==> config.mk <==
export PLATFORM = sky130hd
export DESIGN_NAME = if_id_ctrl
export DESIGN_NICKNAME = d
export VERILOG_FILES = /design/src/rtl/if_id_ctrl.sv
export SDC_FILE = /design/constraint.sdc
export NUM_CORES = 1
export LEC_CHECK = 0
export ABC_CLOCK_PERIOD_IN_PS = 2300
export CAP_MARGIN = 20
export CORE_MARGIN = 2
export CORE_UTILIZATION = 44
export CTS_CLUSTER_SIZE = 12
export DETAILED_ROUTE_END_ITERATION = 8
export HOLD_SLACK_MARGIN = 0.12
export PLACE_DENSITY = 0.81
export SLEW_MARGIN = 20
export SYNTH_ARGS = -nofsm -noshare
export SYNTH_HDL_FRONTEND = slang
export SYNTH_SLANG_ARGS = --single-unit
==> constraint.sdc <==
create_clock -name clk -period 2.3 [get_ports clk]
set_input_delay 0.46 -clock clk [delete_from_list [all_inputs] [get_ports clk]]
set_output_delay 0.46 -clock clk [all_outputs]
set_load 0.01 [all_outputs]
==> src/rtl/if_id_ctrl.sv <==
// IF/ID pipeline control: PC register, IF/ID latch, RUN/STALL/FLUSH FSM and stall watchdog.
// Optional `define IF_ID_PERF_CNT_EN adds saturating stall/flush cycle counters.
module if_id_ctrl #(
  parameter logic [31:0] RESET_PC  = 32'h0000_0000,
  parameter logic [31:0] NOP_INSTR = 32'h0000_0013,
  parameter int unsigned STALL_MAX = 16
) (
  input  logic        clk,
  input  logic        rst,
  input  logic        PCwrite,
  input  logic        IF_IDwrite,
  input  logic        branchTaken,
  input  logic [31:0] branchTarget,
  input  logic [31:0] instrIn,
  output logic [31:0] PC,
  output logic [31:0] IF_IDpc,
  output logic [31:0] IF_IDinstr,
  output logic        IF_IDvalid,
  output logic        ID_EXflush,
  output logic [1:0]  state,
`ifdef IF_ID_PERF_CNT_EN
  output logic [31:0] stallCycles,
  output logic [31:0] flushCycles,
`endif
  output logic        stallErr
);

  typedef enum logic [1:0] {
    RUN   = 2'b00,
    STALL = 2'b01,
    FLUSH = 2'b10
  } state_t;

  localparam int CW = $clog2(STALL_MAX + 1);
  localparam logic [CW-1:0] STALL_LIM = CW'(STALL_MAX);

  state_t        r_state;
  logic [31:0]   r_pc;
  logic [31:0]   r_ifid_pc;
  logic [31:0]   r_ifid_instr;
  logic          r_ifid_valid;
  logic [CW-1:0] r_stall_cnt;
  logic          r_stall_err;

  logic          w_pc_en;
  logic          w_ifid_en;
  state_t        w_next_state;
  logic [CW-1:0] w_stall_inc;

  // A flushed slot holds a NOP whose rs=x0 could falsely match a load-use hazard.
  assign w_pc_en   = PCwrite    || (r_state == FLUSH);
  assign w_ifid_en = IF_IDwrite || (r_state == FLUSH);

  // NOTE: every signal written here gets a default first so no latch is inferred.
  always_comb begin
    w_next_state = RUN;
    w_stall_inc  = r_stall_cnt;
    if (branchTaken)   w_next_state = FLUSH;
    else if (!w_pc_en) w_next_state = STALL;
    if (r_stall_cnt != STALL_LIM) w_stall_inc = r_stall_cnt + 1'b1;
  end

  // NOTE: sequential state uses non-blocking assignments so all registers update from pre-edge values.
  always_ff @(posedge clk) begin
    if (rst) begin
      r_state      <= RUN;
      r_pc         <= RESET_PC;
      r_ifid_pc    <= RESET_PC;
      r_ifid_instr <= NOP_INSTR;
      r_ifid_valid <= 1'b0;
      r_stall_cnt  <= '0;
      r_stall_err  <= 1'b0;
    end else begin
      r_state <= w_next_state;
      if (branchTaken) begin
        r_pc         <= {branchTarget[31:2], 2'b00};
        r_ifid_instr <= NOP_INSTR;
        r_ifid_valid <= 1'b0;
      end else begin
        if (w_pc_en) r_pc <= r_pc + 32'd4;
        if (w_ifid_en) begin
          r_ifid_pc    <= r_pc;
          r_ifid_instr <= instrIn;
          r_ifid_valid <= 1'b1;
        end
      end
      if (r_state == STALL && w_next_state == STALL) r_stall_cnt <= w_stall_inc;
      else                                           r_stall_cnt <= '0;
      if (r_state == STALL && w_stall_inc == STALL_LIM) r_stall_err <= 1'b1;
    end
  end

`ifdef IF_ID_PERF_CNT_EN
  logic [31:0] r_stall_cycles;
  logic [31:0] r_flush_cycles;

  always_ff @(posedge clk) begin
    if (rst) begin
      r_stall_cycles <= '0;
      r_flush_cycles <= '0;
    end else begin
      if (r_state == STALL && r_stall_cycles != 32'hFFFF_FFFF) r_stall_cycles <= r_stall_cycles + 32'd1;
      if (r_state == FLUSH && r_flush_cycles != 32'hFFFF_FFFF) r_flush_cycles <= r_flush_cycles + 32'd1;
    end
  end

  assign stallCycles = r_stall_cycles;
  assign flushCycles = r_flush_cycles;
`endif

  assign PC         = r_pc;
  assign IF_IDpc    = r_ifid_pc;
  assign IF_IDinstr = r_ifid_instr;
  assign IF_IDvalid = r_ifid_valid;
  assign ID_EXflush = branchTaken;
  assign state      = r_state;
  assign stallErr   = r_stall_err;

endmodule

==> results.txt <==
----------------------------------------------------
[Status]
  Result of the run ... finished clean

[GRT]
  GRT Resource Usage Total ... between 20% and 30%
  Vias in the first global route ... about 4,000
  Largest net degree at the start of global routing ... just over 60
  Number of antenna violations at the first check in global routing ... 0
  First-pass GRT wire length ... approximately 18,000 um
  Leftover overflow at the end of global routing ... 0

[Worst setup path]
  Origin of the worst setup path ... PC[9]$_SDFFE_PP0N_
  Cell-by-cell listing of the critical path ... clkdlybuf4s50_1
  Cell with the biggest individual delay on the critical path ... sky130_fd_sc_hd__clkdlybuf4s50_1
  Slowest cell delay on critical path ... roughly 0.65 ns
  Path type of the worst setup path ... reg -> out
  Arrival time reported for the critical path endpoint ... about 1.6 ns
  Cell family contributing the most delay on the critical path ... buffers and inverters
  Beginning of the worst register-to-register path ... PC[2]$_SDFFE_PP0N_
  Capturing element type of the critical path ... output pin
  Kind of launch point of the worst setup path ... flop
  Register-to-register path setup slack ... between 0.4 and 0.5 ns
  Largest fanout of any net on the critical path ... 8
  Buf/Inv on CP ... 1
  Endpoint required time on the critical path ... ~1.8 ns

[Drt]
  # DRC ... 0
  Met3 routed WL ... 1100 um
  Top layer reached by signal wires ... met4
  Routed metal-1 wirelength ... between 4000 and 5000 um
  Detailed-route via count ... between 4,000 and 5,000
  WL met2 ... around 5700 um
  Number of violations reported at the end of detailed-routing iteration 0 ... 200
  Final wirelength ... ~12,000 um
  Via density per instance ... between 5 and 6
  Number of nets still failing antenna checks after routing ... 0
  DRT Pass-1 Iters ... 4
  Routed length per instance ... roughly 14 um

[Power and ir drop]
  Power Total ... between 3 and 4 mW
  Clock power frac ... between 30% and 40%
  Peak supply drop ... between 200 and 300 uV
  Static leakage ... 2.20 nW
  Total net switching power ... roughly 0.96 mW
  Fraction of power consumed by sequential logic ... between 50% and 60%
  Power per cell area ... between 500 and 600 mW/mm2
  Share of power burned in combinational logic ... between 15 and 20%
  Switch share ... between 20% and 30%
  Internal cell power ... about 2.8 mW

[Timing]
  Max-slew headroom at the worst pin ... 57.6%
  Number of hold-slack violations in the final timing report ... 0
  Actual transition at the worst max-transition pin ... about 0.64 ns
  Setup skew after layout ... 0.0121 ns
  Clock period minus worst slack ... between 2 and 2.5 ns
  Setup repair after global routing missed its margin ... false
  Count of final setup violators ... 0
  Total negative slack ... 0 ns
  Fmax ... between 400 and 500 MHz
  Pins over their slew limit ... 0
  Ratio of final minimum period to clock period ... between 80% and 90%

[Logic synthesis]
  Number of enable-type register cells in the synthesized netlist ... 0
  Area share of the leading cell type in the synthesized netlist ... between 40% and 50%
  Avg Inst Size Synth ... roughly 8.0 um2
  Cell count after synthesis ... between 500 and 600
  Async set or reset register ratio after synthesis ... 0%
  Share of the yosys chip area belonging to registers ... a little under half
  Synthesis warning total ... 0
  Number of library cell types mapped by synthesis ... between 40 and 50
  Cell with the most instances after synthesis ... sky130_fd_sc_hd__nand2_1
  Post-synth design cell area ... about 0.0043 mm2
  Largest cells by area after synthesis ... sky130_fd_sc_hd__dfxtp_1, sky130_fd_sc_hd__nand2_1, sky130_fd_sc_hd__a21oi_1
  Ys flop type ... sky130_fd_sc_hd__dfxtp_1
  Largest area contributor in the synthesized netlist ... sky130_fd_sc_hd__dfxtp_1
  Top cells by count, synth ... sky130_fd_sc_hd__nand2_1, sky130_fd_sc_hd__dfxtp_1, sky130_fd_sc_hd__a21oi_1
  Synth Register Bits ... around 100

[Clock network]
  CTS sink cnt ... about 100
  Clk Latency, worst-skew pair ... between 0.3 and 0.4 ns
  Number of instances resized during post-cts repair ... 0
  Clock slew at the register clock pins of the worst setup and hold paths ... around 0.090 ns
  Clock H-tree levels ... 3
  TritonCTS clock tree ... yes
  Number of buffers on the longest clock path ... 2
  Number of hold buffers added after CTS ... 0
  Setup bufs post-CTS ... 0
  Inserted Clock Buffers ... 9
  Clk Tree Root Cell ... sky130_fd_sc_hd__clkbuf_8

[Floorplanning]
  Placement Rows ... 36
  Horiz. Die Dim ... slightly above 100 um
  Height of the chip ... slightly above 100 um
  Floorplan die area ... approximately 0.011 mm2
  Initial Utilization ... between 40% and 50%
  Core region area ... around 0.0096 mm2
  Top-Level Pins ... 170

[Worst hold path]
  Hold WC Path Type ... in -> reg
  Hold Crit Start ... rst

[Layout]
  Number of nets in the finished design ... 761
  Area growth from synthesis to final layout ... 45.3%
  Fill cells ... around 850
  Fraction of layout instances using a drive strength above 1 ... 7.20%
  Ant. Diodes ... 0

[Placed design]
  Final RePlAce weighted congestion ... around 0.91
  Total half-perimeter wirelength after legalization and detailed placement ... roughly 8700 um
  Port Buf Inserts ... between 150 and 200

[Job]
  Max-cap violations ... 0

----------------------------------------------------
cell usage in the layout, fill, tap and decap left out, types with 7 or more instances in the layout:
cell type	synthesis	routed
sky130_fd_sc_hd__dfxtp_1	101	101
sky130_fd_sc_hd__inv_1	11	11
sky130_fd_sc_hd__a21oi_1	73	73
sky130_fd_sc_hd__clkbuf_8	0	9
sky130_fd_sc_hd__nor3_1	8	8
sky130_fd_sc_hd__a211oi_1	12	12
sky130_fd_sc_hd__buf_4	6	16
sky130_fd_sc_hd__nor4_1	7	7
sky130_fd_sc_hd__xnor2_1	26	26
sky130_fd_sc_hd__clkdlybuf4s50_1	0	162
sky130_fd_sc_hd__nand3_1	13	13
sky130_fd_sc_hd__o21ai_0	8	8
sky130_fd_sc_hd__nor2_1	34	32
sky130_fd_sc_hd__nand2_1	150	150
final timing paths:
kind / to / cells past startpoint
setup / recovery: PC[9] / 1
hold / removal: state[0]$_SDFF_PP0_ / 3
setup reg to reg: PC[12]$_SDFFE_PP0N_ / 5
hold reg to reg: IF_IDinstr[15]$_SDFFE_PP0N_ / 2
flip-flops by register name (all words and copies together) (netlist names):
register     count
IF_IDinstr      32
IF_IDpc         30
IF_IDvalid       1
PC              30
r_stall_cnt      5
stallErr         1
state            2
power groups by stage:
stage | logic (mW) | registers, mW | clock network (mW)
global route | 0.626 | 1.91 | 1.36
global placement | 0.567 | 1.94 | 0
detailed placement | 0.576 | 1.94 | 0
finish | 0.574 | 1.90 | 1.25
CTS | 0.580 | 1.90 | 1.28
floorplan | 0.216 | 1.97 | 0
cell families (layout without fill, tap and decap cells):
| group | after synthesis | in the layout | share of synthesized area (%) |
|---|---|---|---|
| AOI/OAI and AO/OA | 111 | 111 | 15.5 |
| buffers and inverters | 53 | 206 | 5.47 |
| muxes | 1 | 1 | 0.232 |
| xor gates and xnor gates | 28 | 28 | 5.67 |
| other | 1 | 4 | 0.0868 |
| adders and majority gates | 3 | 3 | 0.869 |
| DFF | 101 | 101 | 46.8 |
| and+or+nand+nor | 240 | 240 | 25.3 |
per-layer routing:
layer	GRT usage, %	up-vias
met3	8.88	17
met2	36.8	154
met1	24.9	1928
li1	-	2100
met5	0	-
met4	7.39	0
stage by stage:
| step | cells | area (um2) | utilization (%) | worst slack [ns] | hold slack [ns] |
|---|---|---|---|---|---|
| 2_1_floorplan | 541 | 4330 | - | 0.601 | 0.470 |
| 3_3_place_gp | 811 | 6060 | 62.8 | 0.195 | 0.437 |
| 3_5_place_dp | 811 | 6060 | 62.8 | 0.168 | 0.445 |
| 4_1_cts | 827 | 6280 | 65.1 | 0.227 | 0.384 |
| 5_1_grt | 827 | 6280 | 65.1 | 0.173 | 0.401 |
| 6_report | 827 | 6280 | 65.1 | 0.247 | 0.397 |
area by class of cell:
cell class,instances,area [um2],area share [%]
flip-flops and latches,101,2020,32.2
well taps,133,166,2.65
repair buffers,179,1750,27.8
multi-input cells,387,2080,33.1
inverters,11,41.3,0.658
clock inverters,6,93.8,1.49
clock buffers,10,128,2.03
Note: power is estimated with default switching activity, not from simulation.
